## src/rtl/key_expand_writer_if.sv

```systemverilog
// Handshake and key-memory write bus for key_expand_writer.
// KEYEXP_HOLD_EN adds the hold input.
interface key_expand_writer_if;
  logic         start;
`ifdef KEYEXP_HOLD_EN
  logic         hold;
`endif
  logic [127:0] key_in;
  logic         busy;
  logic         done;
  logic         key_we;
  logic [3:0]   key_index;
  logic [127:0] key_data;

`ifdef KEYEXP_HOLD_EN
  modport master (
    input  start, hold, key_in,
    output busy, done, key_we, key_index, key_data
  );
  modport slave (
    output start, hold, key_in,
    input  busy, done, key_we, key_index, key_data
  );
`else
  modport master (
    input  start, key_in,
    output busy, done, key_we, key_index, key_data
  );
  modport slave (
    output start, key_in,
    input  busy, done, key_we, key_index, key_data
  );
`endif
endinterface

```

## src/rtl/key_expand_writer.sv

```systemverilog
// AES-128 key schedule; writes round keys 1..NUM_ROUNDS to the key memory
// at indices 0..NUM_ROUNDS-1, one shared S-box, 5 cycles per round key.
// Optional macro KEYEXP_HOLD_EN adds a hold input that stalls expansion.
module key_expand_writer #(
  parameter int unsigned NUM_ROUNDS = 10
) (
  input  logic                clk,
  input  logic                rst,
  key_expand_writer_if.master kif
);

  typedef enum logic [1:0] {IDLE, SUB, WRITE, DONE} state_t;

  localparam logic [3:0] LAST_ROUND = 4'(NUM_ROUNDS - 1);

  localparam logic [2047:0] SBOX = {
    128'h637c777bf26b6fc53001672bfed7ab76, 128'hca82c97dfa5947f0add4a2af9ca472c0,
    128'hb7fd9326363ff7cc34a5e5f171d83115, 128'h04c723c31896059a071280e2eb27b275,
    128'h09832c1a1b6e5aa0523bd6b329e32f84, 128'h53d100ed20fcb15b6acbbe394a4c58cf,
    128'hd0efaafb434d338545f9027f503c9fa8, 128'h51a3408f929d38f5bcb6da2110fff3d2,
    128'hcd0c13ec5f974417c4a77e3d645d1973, 128'h60814fdc222a908846eeb814de5e0bdb,
    128'he0323a0a4906245cc2d3ac629195e479, 128'he7c8376d8dd54ea96c56f4ea657aae08,
    128'hba78252e1ca6b4c6e8dd741f4bbd8b8a, 128'h703eb5664803f60e613557b986c11d9e,
    128'he1f8981169d98e949b1e87e9ce5528df, 128'h8ca1890dbfe6426841992d0fb054bb16
  };

  state_t       state_q;
  logic [1:0]   byte_q;
  logic [3:0]   round_q;
  logic [31:0]  temp_q;
  logic [127:0] wkey_q;
  logic         busy_q;
  logic         done_q;
  logic         key_we_q;
  logic [3:0]   key_index_q;
  logic [127:0] key_data_q;

  logic         hold_w;
  logic [31:0]  rot_w;
  logic [7:0]   sbox_in;
  logic [7:0]   sbox_out;
  logic [31:0]  temp_d;
  logic [31:0]  t_w;
  logic [31:0]  n0, n1, n2, n3;
  logic [127:0] wkey_d;

`ifdef KEYEXP_HOLD_EN
  assign hold_w = kif.hold;
`else
  assign hold_w = 1'b0;
`endif

  function automatic logic [7:0] rcon(input logic [3:0] r);
    case (r)
      4'd0:    rcon = 8'h01;
      4'd1:    rcon = 8'h02;
      4'd2:    rcon = 8'h04;
      4'd3:    rcon = 8'h08;
      4'd4:    rcon = 8'h10;
      4'd5:    rcon = 8'h20;
      4'd6:    rcon = 8'h40;
      4'd7:    rcon = 8'h80;
      4'd8:    rcon = 8'h1b;
      4'd9:    rcon = 8'h36;
      default: rcon = 8'h00;
    endcase
  endfunction

  // S-box byte of RotWord(w3) for the current byte slot, and the next round key
  // built from the temp word as it will stand once this byte is stored.
  always_comb begin
    rot_w  = {wkey_q[23:0], wkey_q[31:24]};
    temp_d = temp_q;
    case (byte_q)
      2'd0:    sbox_in = rot_w[31:24];
      2'd1:    sbox_in = rot_w[23:16];
      2'd2:    sbox_in = rot_w[15:8];
      default: sbox_in = rot_w[7:0];
    endcase
    sbox_out = SBOX[{~sbox_in, 3'b111} -: 8];
    case (byte_q)
      2'd0:    temp_d[31:24] = sbox_out;
      2'd1:    temp_d[23:16] = sbox_out;
      2'd2:    temp_d[15:8]  = sbox_out;
      default: temp_d[7:0]   = sbox_out;
    endcase
    t_w    = temp_d ^ {rcon(round_q), 24'h0};
    n0     = wkey_q[127:96] ^ t_w;
    n1     = wkey_q[95:64]  ^ n0;
    n2     = wkey_q[63:32]  ^ n1;
    n3     = wkey_q[31:0]   ^ n2;
    wkey_d = {n0, n1, n2, n3};
  end

  // Control FSM with registered outputs.
  // The round key is computed on the last SUB edge so that key_we/key_index/
  // key_data are already registered throughout the WRITE cycle.
  always_ff @(posedge clk) begin
    if (rst) begin
      state_q     <= IDLE;
      byte_q      <= '0;
      round_q     <= '0;
      temp_q      <= '0;
      wkey_q      <= '0;
      busy_q      <= 1'b0;
      done_q      <= 1'b0;
      key_we_q    <= 1'b0;
      key_index_q <= '0;
      key_data_q  <= '0;
    end else if (!(hold_w && (state_q == SUB || state_q == WRITE))) begin
      case (state_q)
        IDLE: begin
          if (kif.start) begin
            wkey_q  <= kif.key_in;
            round_q <= '0;
            byte_q  <= '0;
            busy_q  <= 1'b1;
            state_q <= SUB;
          end
        end
        SUB: begin
          temp_q <= temp_d;
          byte_q <= byte_q + 2'd1;
          if (byte_q == 2'd3) begin
            key_we_q    <= 1'b1;
            key_index_q <= round_q;
            key_data_q  <= wkey_d;
            wkey_q      <= wkey_d;
            state_q     <= WRITE;
          end
        end
        WRITE: begin
          key_we_q <= 1'b0;
          if (round_q == LAST_ROUND) begin
            busy_q  <= 1'b0;
            done_q  <= 1'b1;
            state_q <= DONE;
          end else begin
            round_q <= round_q + 4'd1;
            byte_q  <= '0;
            state_q <= SUB;
          end
        end
        DONE: begin
          done_q  <= 1'b0;
          state_q <= IDLE;
        end
        default: state_q <= IDLE;
      endcase
    end
  end

  assign kif.busy      = busy_q;
  assign kif.done      = done_q;
  assign kif.key_we    = key_we_q & ~hold_w;
  assign kif.key_index = key_index_q;
  assign kif.key_data  = key_data_q;

endmodule

```

## src/flat_wrapper.sv

```systemverilog
// flat-port wrapper written by rule: the top's interface ports become plain ports
module key_expand_writer_flat 
#(
  parameter int unsigned NUM_ROUNDS = 10
)
  (clk, rst, kif_start, kif_key_in, kif_busy, kif_done, kif_key_we, kif_key_index, kif_key_data);
  key_expand_writer_if kif_i ();
  input  logic clk;
  input  logic rst;
  input wire logic [$bits(kif_i.start)-1:0] kif_start;
  input wire logic [$bits(kif_i.key_in)-1:0] kif_key_in;
  output wire logic [$bits(kif_i.busy)-1:0] kif_busy;
  output wire logic [$bits(kif_i.done)-1:0] kif_done;
  output wire logic [$bits(kif_i.key_we)-1:0] kif_key_we;
  output wire logic [$bits(kif_i.key_index)-1:0] kif_key_index;
  output wire logic [$bits(kif_i.key_data)-1:0] kif_key_data;
  assign kif_i.start = kif_start;
  assign kif_i.key_in = kif_key_in;
  assign kif_busy = kif_i.busy;
  assign kif_done = kif_i.done;
  assign kif_key_we = kif_i.key_we;
  assign kif_key_index = kif_i.key_index;
  assign kif_key_data = kif_i.key_data;
  key_expand_writer #(.NUM_ROUNDS(NUM_ROUNDS)) u_core (.clk(clk), .rst(rst), .kif(kif_i));
endmodule
```

## config.mk

```make
export PLATFORM = sky130hd
export DESIGN_NAME = key_expand_writer_flat
export DESIGN_NICKNAME = d
export VERILOG_FILES = /design/src/rtl/key_expand_writer_if.sv /design/src/rtl/key_expand_writer.sv /design/src/flat_wrapper.sv
export SDC_FILE = /design/constraint.sdc
export NUM_CORES = 1
export LEC_CHECK = 0
export BUFFER_PORTS_ARGS = -buffer_cell sky130_fd_sc_hd__buf_4
export CORE_AREA = 2 2 241 243
export CTS_CLUSTER_DIAMETER = 100
export DETAILED_ROUTE_END_ITERATION = 12
export DIE_AREA = 0 0 243 245
export GPL_ROUTABILITY_DRIVEN = 1
export SLEW_MARGIN = 30
export SYNTH_ARGS = -nofsm -noshare
export SYNTH_HDL_FRONTEND = slang
export SYNTH_SLANG_ARGS = --single-unit
```

## constraint.sdc

```tcl
create_clock -name clk -period 6.2 [get_ports clk]
set_input_delay 0.31 -clock clk [delete_from_list [all_inputs] [get_ports clk]]
set_output_delay 0.31 -clock clk [all_outputs]
set_load 0.01 [all_outputs]
```

==> impl_results.md <==
- Status: finished clean
- Largest net degree at the start of global routing: 168
- First-pass DRT Iterations: 6
- Post-synth top area share: 0.316
- Normalized max-slew margin: 0.365
- Register area share after synthesis: 0.316
- # setup viols final: 0
- # clock sinks: 311
- RSZ-0062 raised after global routing: false
- Setup ws final: 0.276 ns
- Gate Count Post-Synth: 2481
- Cts bufs inserted: 36
- Initial antenna violation count: 4
- Vias in the first global route: 19827
- MaxCap Viol Count: 0
- CP Cell Sequence: inv_1 -> ha_1 -> a22oi_1 -> a22oi_1 -> inv_1 -> buf_4 -> ha_1 -> a211oi_1 -> o21ai_0 -> a311oi_1 -> a211oi_1 -> a211oi_2 -> o21a_2 -> o211ai_4 -> xnor2_2 -> mux2i_1 -> a2111oi_2
- Final wirelength: 96700 um
- I/O Buffers: 265
- Most frequent cell after synthesis: dfxtp_1
- Synth top cells by count: 311 x dfxtp_1, 307 x nand2_1, 265 x nor2_1, 207 x a21oi_1, 143 x clkbuf_1
- CTS tree: built
- Resized cells post-CTS: 0
- Largest stage delay, worst path: 0.69 ns
- Biggest area consumer among synthesized cells: dfxtp_1
- Reg2reg start: u_core.byte_q[0]
- Initial cell density of the core: 0.346
- Synth unique cells: 110
- Vias: 21246
- Cell Area, Synth: 19700 um2
- Period utilisation layout: 0.955
- Antenna Nets Post-Route: 0
- Final Max Tran Viols: 0
- Initial DRC count: 2449
- VDD IR max: 0.180 mV
- Die Width: 243 um
- #FFs+latches synth: 311
- CTS root buf: clkbuf_16
- First-pass GRT wire length: 138000 um
- Site Rows: 88
- Max Freq: 0.169 GHz
- Clock Skew: 0.0357 ns
- Min-Delay Path Depth: 3
- Critical Path AT: 6.35 ns
- RR Endpoint: u_core.wkey_q[8]
- Clock Tree Buf Depth: 3
- Syn_area_per_cell: 7.95 um2
- Die Y: 245 um
- Depth of the CTS H-tree: 2
- Reg2reg path depth: 17
- Io pins: 266
- Total Nets Final: 2873
- P&R area growth vs syn: 23.1%
- Synth top area cells: dfxtp_1 32%, nand2_1 5.8%, a21oi_1 5.3%
- Core Region: 57000 um2
- Hold endpoint: u_core.wkey_q[91]
- Routed vias/inst: 6.04
- Clk slew on worst S/H paths: 0.06 ns
- Hpwl dp: 70800 um
- Synth Warn #: 0
- Pre-CTS WS: 0.406 ns
- Worst hold path class: in2reg
- Crit path max fanout: 12
- Worst Path Required: 6.63 ns
- Leakage power figure: 8.92 nW
- Placer Congestion: 1.00
- Startpoint Class: register
- Overall Global Routing Usage: 0.312
- CP max stage cell: a211oi_1
- R2R Setup Slk: 0.28 ns
- Hold path start: kif_key_in[91]
- Die area: 59500 um2
- Setup crit end kind: register
- PD cells: 306 nW/um2
- Residual DRC: 0
- Hold buffer count at cts: 0
- Post-synth EDFFs: 0
- Asr flop ratio synth: 0
- Aggregate global routing overflow: 0
- Count of final hold-check violations: 0
- Skew-Pair Late Insertion Delay: 0.54 ns
- Setup TNS: 0 ns
- Net Count, Synth: 2627
- Post-DR wirelength/cell: 27.5 um
- Shortest period the worst path allows: 5.92 ns
- Crit Path Class: reg2reg
- Share of cells above drive strength 1: 0.223
- Post-CTS Setup Inserts: 0
- Worst Max-Slew Pin Slew: 0.953 ns
- Synth Flop Type: dfxtp_1
==> through the flow <==
step	utilization	power, mW	hold WS (ns)	std cells	instance area (um2)
final	0.426	7.42	0.0689	3519	24300
after CTS	0.425	7.36	0.0591	3516	24300
after detailed placement	0.404	5.19	0.444	3453	23100
after global placement	0.404	5.21	0.438	3453	23000
after global routing	0.425	7.67	0.0788	3517	24300
after floorplan	-	3.94	0.432	2481	19700
==> cell type report <==
class,instances,area [um2]
diodes,2,5.00
multi-input cells,1883,12200
clock buffers,56,1150
clock inverters,7,55.1
fillers,5748,32800
well taps,765,957
inverters,54,205
repair buffers,441,3430
flip-flops and latches,311,6230
==> cells in the final DEF, fill, tap and decap left out, types with 10 or more instances in the layout <==
master       n
a31oi_1     41
ha_1        14
o21ai_0     93
clkbuf_8    13
o221ai_1    31
clkbuf_16   38
a2111oi_0   11
nand4_1     10
a21oi_1    206
nor3_1      99
a21o_1      11
o31ai_1     10
o22ai_1     23
o211ai_1    38
a211oi_1    99
a221oi_1    25
xnor2_1    116
nor4_1      23
o311a_1     10
buf_4      430
inv_1       50
nor2b_1     29
mux2i_1     23
xnor2_2     23
a311o_1     11
a311oi_1    21
dfxtp_1    310
xor2_1      28
nor2_1     263
nand3_1     43
nand2_1    306
a211o_1     12
==> how the worst max path moves through the flow <==
stage	from	to	slack, ns	cells past startpoint
finish	u_core.byte_q[0]	u_core.wkey_q[8]	0.28	17
floorplan	u_core.byte_q[0]	u_core.wkey_q[22]	1.27	21
detailed placement	u_core.byte_q[0]	u_core.wkey_q[8]	0.41	17
global placement	u_core.byte_q[0]	u_core.wkey_q[8]	0.49	17
global route	u_core.byte_q[0]	u_core.wkey_q[8]	0.09	17
CTS	u_core.byte_q[0]	u_core.wkey_q[8]	0.38	17
==> registers in the layout, summed over array words and instances (netlist names), named ones only <==
signal                cells
u_core.byte_q             2
u_core.kif.busy           1
u_core.kif.done           1
u_core.kif.key_data     128
u_core.kif.key_index      4
u_core.kif.key_we         1
u_core.round_q            4
u_core.state_q            2
u_core.temp_q            32
u_core.wkey_q           128
==> critical path, delay by kind of cell (launching register included) <==
kind | cells | cell delay (ns)
buf+inv | 3 | 0.67
mux | 1 | 0.16
fa+ha+maj | 2 | 0.73
flops | 1 | 0.35
compound gates | 10 | 3.50
xor+xnor | 1 | 0.41
==> where the power goes <==
| part | total [mW] | switching [mW] | internal [mW] |
|---|---|---|---|
| Clock | 2.18 | 0.906 | 1.28 |
| Sequential | 2.24 | 0.142 | 2.10 |
| Combinational | 3.00 | 1.89 | 1.11 |
==> cell families (layout without fill, tap and decap cells) <==
family,Yosys count,count (layout),synth area share
buf+inv,287,558,0.0670
compound gates,810,810,0.302
mux,31,31,0.0168
xor+xnor,177,177,0.0944
other cells,0,2,0
fa+ha+maj,15,15,0.00952
flops,311,311,0.316
simple gates,850,850,0.194
==> layer usage <==
metal  GRT usage  part of all wire
met2       0.469              0.43
met4       0.120             0.043
met3      0.0724             0.099
met1       0.432              0.43
met5           0           0.00028
Note: power is estimated with default switching activity, not from simulation.
